### src/rtl/cpu_defs.sv
// Shared CPU constants: fetch address map and the next-PC controller state encoding.
// Combinational only; no latency or flow control applies.
package cpu_defs;

  localparam logic [31:0] RESET_PC = 32'h0000_3000;
  localparam logic [31:0] EXC_VEC  = 32'h0000_4180;
  localparam logic [31:0] PC_MAX   = 32'h0000_6FFC;

  typedef enum logic {
    ST_IDLE = 1'b0,
    ST_PEND = 1'b1
  } npc_state_e;

endpackage

### src/rtl/npc_ctrl.sv
// Next-PC select with a one-entry buffer for branches resolved during a fetch stall.
// next_pc is combinational; a buffered target is released one cycle after stall_req drops.
module npc_ctrl #(
  parameter logic [31:0] RESET_PC = cpu_defs::RESET_PC,
  parameter logic [31:0] EXC_VEC  = cpu_defs::EXC_VEC,
  parameter logic [31:0] PC_MAX   = cpu_defs::PC_MAX
) (
  input  logic        clk,
  input  logic        reset,
  input  logic [31:0] pc,
  input  logic        stall_req,
  input  logic        br_valid,
  input  logic [31:0] br_target,
  input  logic        exc_valid,
  input  logic        eret_valid,
  input  logic [31:0] epc,
  output logic [31:0] next_pc,
  output logic        pc_stall,
  output logic        flush_d,
  output logic        redirect_pending,
  output logic        fetch_adel,
  output logic [31:0] redirect_cnt
);

  import cpu_defs::*;

  npc_state_e  state_q, state_d;
  logic [31:0] pend_target_q, pend_target_d;
  logic [31:0] redirect_cnt_q, redirect_cnt_d;
  logic        redirect;
  logic        force_redirect;

  assign force_redirect = exc_valid | eret_valid;

  always_ff @(posedge clk or posedge reset) begin
    if (reset) begin
      state_q        <= ST_IDLE;
      pend_target_q  <= '0;
      redirect_cnt_q <= '0;
    end else begin
      state_q        <= state_d;
      pend_target_q  <= pend_target_d;
      redirect_cnt_q <= redirect_cnt_d;
    end
  end

  always_comb begin
    state_d       = state_q;
    pend_target_d = pend_target_q;
    if (force_redirect) begin
      state_d       = ST_IDLE;
      pend_target_d = '0;
    end else begin
      case (state_q)
        ST_IDLE: begin
          if (br_valid && stall_req) begin
            state_d       = ST_PEND;
            pend_target_d = br_target;
          end
        end
        ST_PEND: begin
          // A further branch during the stall is dropped; the first one wins.
          if (!stall_req) begin
            state_d       = ST_IDLE;
            pend_target_d = '0;
          end
        end
        default: begin
          state_d       = ST_IDLE;
          pend_target_d = '0;
        end
      endcase
    end
  end

  always_comb begin
    next_pc  = pc + 32'd4;
    redirect = 1'b1;
    if (exc_valid) begin
      next_pc = EXC_VEC;
    end else if (eret_valid) begin
      next_pc = epc;
    end else if (state_q == ST_PEND) begin
      next_pc = pend_target_q;
    end else if (br_valid) begin
      next_pc = br_target;
    end else begin
      redirect = 1'b0;
    end
  end

  assign pc_stall         = stall_req & ~force_redirect;
  assign flush_d          = force_redirect;
  assign redirect_pending = (state_q == ST_PEND);
  assign fetch_adel       = (pc[1:0] != 2'b00) | (pc < RESET_PC) | (pc > PC_MAX);

  // Only redirects the PC register actually takes are counted; wraps naturally.
  assign redirect_cnt_d = redirect_cnt_q + {31'd0, redirect & ~pc_stall};
  assign redirect_cnt   = redirect_cnt_q;

endmodule

### config.mk
export PLATFORM = sky130hd
export DESIGN_NAME = npc_ctrl
export DESIGN_NICKNAME = d
export VERILOG_FILES = /design/src/rtl/cpu_defs.sv /design/src/rtl/npc_ctrl.sv
export SDC_FILE = /design/constraint.sdc
export NUM_CORES = 1
export LEC_CHECK = 0
export CORE_UTILIZATION = 30
export CTS_BUF_LIST = sky130_fd_sc_hd__clkbuf_2 sky130_fd_sc_hd__clkbuf_4 sky130_fd_sc_hd__clkbuf_8
export DETAILED_ROUTE_END_ITERATION = 12
export GPL_TIMING_DRIVEN = 1
export SYNTH_ARGS = -nofsm -noshare
export SYNTH_HDL_FRONTEND = slang
export SYNTH_SLANG_ARGS = --single-unit
### constraint.sdc
create_clock -name clk -period 2.8 [get_ports clk]
set_input_delay 0.56 -clock clk [delete_from_list [all_inputs] [get_ports clk]]
set_output_delay 0.56 -clock clk [all_outputs]
set_load 0.1 [all_outputs]
# After elaboration in Yosys (flattened, before gate mapping)

Cells that the tools add are included.

Input port bits: 102
Flip-flop bits (word level): 65

Magnitude comparators: 2
Multiplexer cells: 16
Bitwise operators: 8
Add/sub/neg operators: 2
Reductions and logical operators: 3
Equal/unequal tests: 2

Operators with widths:

| operator              | number |
|---|---|
| $mux 32               | 7 |
| $pmux 32 s2           | 1 |
| $add 32x1->32         | 1 |
| $add 32x3->32 const B | 1 |
| $gt 32x15->1 const B  | 1 |
| $lt 32x14->1 const B  | 1 |
| $mux 1                | 7 |
| $ne 3x2->1 const B    | 1 |
| $ne 3x3->1 const B    | 1 |
| $not 1->1             | 3 |
| $or 1x1->1            | 3 |
| $and 1x1->1           | 2 |
| $pmux 1 s2            | 1 |
| $reduce_and 2->1      | 1 |
| $reduce_bool 2->1     | 1 |
| $logic_and 1x1->1     | 1 |

# Logic depth before layout (Yosys ltp)

Gate-level depths: netlist of run 1.

Word-level depth: 6
Gate-level depth with buffers: 11
Depth with buffers taken out: 8

# Worst setup path before layout of run 1

OpenSTA, ideal clock, no wires.

Kind: register to output
Start: reg state_q, in the netlist redirect_pending
End: out next_pc[6]
Arrival time: 3.995 ns
Required time: 2.240 ns
Slack: -1.755 ns
Buffers on the path: 2
Cell stages (with the launch flop): 5
Path through: dfrtp_1 clkbuf_1 clkbuf_1 a21oi_1 a221oi_1

Longest elaborated chain between the ends: 3

RTL lines:

| element                | RTL line       | text |
|---|---|---|
| from (decl)            | npc_ctrl.sv:27 | `npc_state_e state_q, state_d;` |
| from (signal assigned) | npc_ctrl.sv:41 | `state_q <= state_d;` |
| $mux 32                | npc_ctrl.sv:83 | `end else if (state_q == ST_PEND) begin` |
| $mux 32                | npc_ctrl.sv:81 | `end else if (eret_valid) begin` |
| $mux 32                | npc_ctrl.sv:79 | `if (exc_valid) begin` |
| to (decl)              | npc_ctrl.sv:17 | `output logic [31:0] next_pc,` |

No other way between the ends.

# Worst setup path after layout of run 1

Start: in pc[22]
End: out next_pc[27]

Longest elaborated chain between the ends: 5

RTL lines:

| element       | RTL line       | text |
|---|---|---|
| from (decl)   | npc_ctrl.sv:10 | `input logic [31:0] pc,` |
| $add 32x3->32 | npc_ctrl.sv:77 | `next_pc = pc + 32'd4;` |
| $mux 32       | npc_ctrl.sv:85 | `end else if (br_valid) begin` |
| $mux 32       | npc_ctrl.sv:83 |  |
| $mux 32       | npc_ctrl.sv:81 |  |
| $mux 32       | npc_ctrl.sv:79 |  |

No other way between the ends.

==> qor.txt, run 1 <==
status = finished with violations
failing checks = negative setup slack
Num CTS Buffers = 9
syn nets = 700
Synth-to-Final Area Change = 76.0%
WS Path Type = input pin to primary output
crit path DAT = 2.35 ns
DR WL/cell = 17.3 um
RSZ-0062 raised after global routing = true
Worst Hold End = pend_target_q[15]
number of cells on the worst hold path = 2
Pre-antenna DRT Iters = 5
Filler cells = 1382
hold_sp = pend_target_q[15]
WL final = 17600 um
crit start category = input pin
Ys Warns = 0
skew final = 0.00757 ns
initial antenna violation count = 1
power per cell area = 426 nW/um2
relative slew slack = 52.0%
asr flop ratio synth = 100%
uppermost layer routed = met5
DIE HEIGHT = 127 um
register area = 1630 um2
synthesis-stage register bit count = 65
Slew @ Worst Pin = 0.719 ns
drt initial violations = 440
DR vias = 5324
f_max = 343 MHz
setup tns final = -0.702 ns
clock tree buffer depth = 2
Final Hold Viols = 0
die area = 16100 um2
CTS root buffer = clkbuf_8
TritonCTS clock tree = done
Clk pin slew, worst setup/hold paths = 0.07 ns
vias in the first global route = 5251
area post-placement = 7760 um2
r2r setup slk = 0.40 ns
wire length on met3 = 1390 um
Yosys cell types = 47
final worst slack = -0.113 ns
core area = 15200 um2
Syn Inst Count = 594
grt ovf = 0
crit-path max FO = 5
pre-CTS setup slack = -0.558 ns
number of flops mapped to enable cells by yosys = 0
IO Pins = 170
routability-driven placement congestion ratio = 0.905
CP required = 2.24 ns
wl on met1 = 7820 um
Crit Reg-Reg Startpoint = redirect_pending
fin nets = 936
pin count of the biggest net entering global routing = 40
CTS sink cnt = 65
clk_lat worst skew = 0.34 ns
Max H-tree Level = 3
share of cells above drive strength 1 = 33.6%
port bufs = 169
register area share after synthesis = 34.7%
worst reg-to-reg path cell count = 8
met2 routed WL = 8010 um
Die Wd = 127 um
worst hold path type = flip-flop to flip-flop
Slew Viols, Final = 0
Critical Path Sink Type = primary output
Min Hold Slack = 0.471 ns
Tot GR Track Use = 21.5%
row count = 45
minimum clock period = 2.91 ns
Multi-input gate area = 3300 um2
first-pass GRT wire length = 27400 um
antenna cell count = 0
VDD IR max = 0.724 mV
Final period util = 104%
Worst R2R End = redirect_cnt[14]
drt via density = 5.21
Most used DFF post-synth = dfrtp_1
Setup Viol. Count Final = 11
hpwl dp = 13000 um
Post-Syn Area = 4680 um2
drt drc = 0
remaining antenna violation count after routing = 0
post-route cell area = 8250 um2
cts hold-fix bufs = 0
Max-Cap Viols = 0
Avg Inst Size Synth = 7.89 um2
Initial Utilization = 30.8%
Static Leak = 3.71 nW
-- what timing repair did --
| action | in CTS | in global routing |
|---|---|---|
| pin swaps | 33 | 18 |
| gates cloned | 2 | 2 |
| setup endpoints to repair | 28 | 33 |
| buffers inserted | 6 | 4 |
| gates resized for setup | 111 | 27 |
-- worst max path at each step --
| stage | startpoint | endpoint | slack [ns] |
|---|---|---|---|
| 4_1_cts | pc[10] | next_pc[24] | -0.15 |
| 2_1_floorplan | redirect_pending | next_pc[14] | -0.40 |
| 3_5_place_dp | pc[12] | next_pc[27] | -0.56 |
| 6_report | pc[22] | next_pc[27] | -0.11 |
| 3_3_place_gp | pc[12] | next_pc[27] | -0.54 |
| 5_1_grt | pc[12] | next_pc[22] | -0.16 |
-- layer usage --
layer	vias to the layer above	GRT usage (%)
met5	-	0
met4	2	7.35
met3	28	5.10
met2	206	34.5
met1	2530	28.5
li1	2558	-
-- kinds of logic after synthesis --
kind of cell | after synthesis | share of synthesized area, %
simple gates | 297 | 31.0
compound gates | 101 | 14.5
buf+inv | 69 | 7.59
flops | 65 | 34.7
xor+xnor | 47 | 8.79
mux | 11 | 2.35
fa+ha+maj | 4 | 1.07
-- final cells by class --
type / instances / area share, %
Multi-Input combinational cell: 461 / 40.0
Timing Repair Buffer: 265 / 34.1
Sequential cell: 65 / 19.7
Tap cell: 188 / 2.85
Clock buffer: 10 / 1.59
Inverter: 28 / 1.32
Clock inverter: 5 / 0.410
-- stage by stage --
step / instances / total power, mW / utilization, %
after floorplan: 594 / 2.15 / -
after global placement: 993 / 2.78 / 51.1
after detailed placement: 993 / 2.81 / 51.1
after CTS: 1016 / 3.52 / 53.2
after global routing: 1022 / 3.67 / 54.2
final: 1022 / 3.51 / 54.2
-- state kept, by name, indices dropped and copies added, names as in the netlist --
| signal | cells |
|---|---|
| pend_target_q | 32 |
| redirect_cnt | 32 |
| redirect_pending | 1 |
-- critical path: stages --
cell	delay, ns
clkdlybuf4s15_2	0.18
and3_4	0.18
or3b_4	0.39
buf_6	0.15
nor4_2	0.24
o21ai_1	0.14
a221oi_4	0.30
buf_12	0.21
-- report_power, final --
part	internal [mW]	switching (mW)
Clock	0.324	0.363
Sequential	1.02	0.0930
Combinational	0.605	1.11
Total	1.95	1.56
-- cell usage in the layout, fill, tap and decap left out, types with 6 or more instances in the layout --
| cell type | instances |
|---|---|
| nand2_1 | 118 |
| buf_4 | 114 |
| clkdlybuf4s50_1 | 71 |
| dfrtp_1 | 64 |
| nand3_1 | 52 |
| buf_12 | 43 |
| xnor2_1 | 28 |
| nand4_1 | 27 |
| inv_1 | 26 |
| nor2_1 | 25 |
| o21ai_0 | 18 |
| xor2_1 | 17 |
| a211oi_1 | 16 |
| buf_6 | 16 |
| a221oi_4 | 12 |
| a21oi_1 | 11 |
| mux2i_1 | 11 |
| o21ai_2 | 9 |
| clkbuf_8 | 9 |
| nor2b_1 | 8 |
| dlygate4sd2_1 | 8 |
| o21ai_1 | 7 |
| nor3_4 | 7 |
| and2_1 | 6 |
| nor2_4 | 6 |
| o21a_1 | 6 |
-- Yosys cell counts (all sizes together), types with 2 or more instances --
cell type | number | area, um2
a211oi | 19 | 143
a21oi | 16 | 80.1
a221o | 2 | 20.0
a221oi | 13 | 126
and2 | 7 | 43.8
and3 | 6 | 38.8
and4 | 7 | 62.6
buf | 11 | 103
clkbuf | 27 | 121
dfrtp | 65 | 1630
dlygate4sd1 | 3 | 26.3
ha | 4 | 50.1
inv | 28 | 105
mux2i | 11 | 110
nand2 | 119 | 447
nand2b | 4 | 25.0
nand3 | 54 | 270
nand4 | 27 | 169
nor2 | 34 | 128
nor2b | 8 | 50.1
nor3 | 16 | 80.1
nor4 | 11 | 103
o211ai | 2 | 15.0
o21a | 6 | 45.0
o21ai | 34 | 170
o31a | 5 | 46.3
xnor2 | 30 | 263
xor2 | 17 | 149
Power figures use the tool's default switching activity.
==> inputs of run 2 (changes only) <==
Settings changed: CORE_UTILIZATION 30 to 47, PLACE_DENSITY set to 0.84, RECOVER_POWER set to 25.
==> run 2 against run 1 <==
The run still ends with negative setup slack left. Cell count decreased by 5.1%. Sequential cell count unchanged. Clock skew increased by 0.0019 ns. Clock-buffer cell count increased by 2. Core utilization increased by 30 points.
==> qor.txt, run 2 (synthesis gave the netlist of run 1 again) <==
status = finished with violations
failing checks = negative setup slack
DIE HEIGHT = 102 um
grt ovf = 0
IO Pins = 170
Pre-antenna DRT Iters = 5
Final Hold Viols = 0
Initial Utilization = 48.1%
CP required = 2.24 ns
cts hold-fix bufs = 0
skew final = 0.00946 ns
initial antenna violation count = 1
Worst R2R End = redirect_cnt[14]
CTS sink cnt = 65
Final period util = 105%
drt drc = 0
Slew @ Worst Pin = 0.927 ns
port bufs = 169
fin nets = 940
number of cells on the worst hold path = 2
Slew Viols, Final = 0
power per cell area = 431 nW/um2
Die Wd = 102 um
crit path DAT = 2.38 ns
RSZ-0062 raised after global routing = true
Max-Cap Viols = 0
relative slew slack = 38.2%
clock tree buffer depth = 2
CP Launch Point = pc[12]
Max H-tree Level = 3
die area = 10400 um2
final worst slack = -0.139 ns
crit-path max cell delay = 0.57 ns
DR vias = 5482
core area = 9730 um2
VDD IR max = 0.656 mV
Setup Viol. Count Final = 7
hpwl dp = 12900 um
setup tns final = -0.511 ns
WS Path Type = input pin to primary output
drt via density = 5.65
crit path to = next_pc[24]
Tot GR Track Use = 33.2%
share of cells above drive strength 1 = 33.3%
Critical Path Sink Type = primary output
most frequent cells in the layout = 118 x nand2_1, 118 x buf_4, 70 x clkdlybuf4s50_1
worst reg-to-reg path cell count = 8
CP cell instances = buf_6, nand4_1, buf_4, or4_4, nor3_2, o21ai_2, a221oi_4, buf_12
CTS root buffer = clkbuf_8
delay-heaviest family, CP = simple AND/OR/NAND/NOR gates
pin count of the biggest net entering global routing = 33
remaining antenna violation count after routing = 0
drt initial violations = 336
Static Leak = 3.74 nW
Crit Reg-Reg Startpoint = redirect_pending
Num CTS Buffers = 9
Min Hold Slack = 0.467 ns
Clk pin slew, worst setup/hold paths = 0.06 ns
Slowest-stage cell, CP = or4_4
WL final = 17700 um
worst hold path type = flip-flop to flip-flop
Synth-to-Final Area Change = 74.0%
crit start category = input pin
crit-path max FO = 5
minimum clock period = 2.94 ns
vias in the first global route = 5340
r2r setup slk = 0.46 ns
hold_sp = pend_target_q[24]
TritonCTS clock tree = done
Critical path buffers and inverters = 3
first-pass GRT wire length = 26500 um
routability-driven placement congestion ratio = 0.950
DR WL/cell = 18.2 um
f_max = 340 MHz
row count = 36
Levels on crit path = 8
clk_lat worst skew = 0.34 ns
==> run 2: stage by stage <==
step	util (%)	worst slack, ns	power [mW]	instances	area (um2)
after detailed placement	78.8	-0.562	2.79	941	7660
after global routing	83.7	-0.217	3.64	969	8150
after floorplan	-	-0.397	2.15	594	5150
final	83.8	-0.139	3.51	970	8150
after CTS	82.5	-0.0918	3.50	964	8030
after global placement	78.8	-0.498	2.76	941	7660
==> run 2: where the power goes <==
group | switching [mW] | internal, mW | total [mW]
logic | 1.11 | 0.602 | 1.72
registers | 0.0909 | 1.02 | 1.11
clock network | 0.322 | 0.363 | 0.685
total | 1.53 | 1.98 | 3.51
==> run 2: repair_timing <==
item | in CTS | in global routing
endpoints found under the hold margin | 0 | 0
cloned | 2 | 2
pin swaps | 37 | 8
resized for setup | 128 | 25
setup endpoints to repair | 29 | 27
setup buffers | 8 | 3
==> run 2: worst register-to-register path: cells and delay by family (launching register included) <==
family	cells	cell delay, ns
adders and majority gates	2	0.43
xor gates and xnor gates	1	0.15
and+or+nand+nor	4	0.83
DFF	1	0.53
AOI/OAI and AO/OA	1	0.29
==> run 2: area by class of cell <==
type,count,area (um2)
repair buffers,269,2790
flip-flops and latches,65,1630
clock inverters,1,5.00
fillers,561,1580
well taps,133,166
inverters,28,109
multi-input cells,461,3290
clock buffers,12,159
diodes,1,2.50
==> run 2: routing by layer <==
metal  vias up  share of wire [%]  track usage (%)
li1       2568                  -                -
met1      2629                 40             39.6
met2       240                 49             57.7
met3        45                8.1             8.21
met4         0                2.8             13.1
met5         -                  0                0
==> run 2: worst min-delay path by stage <==
stage                        endpoint
finish              pend_target_q[24]
global route        pend_target_q[11]
CTS                  pend_target_q[7]
detailed placement   pend_target_q[7]
global placement     pend_target_q[7]
floorplan            pend_target_q[7]
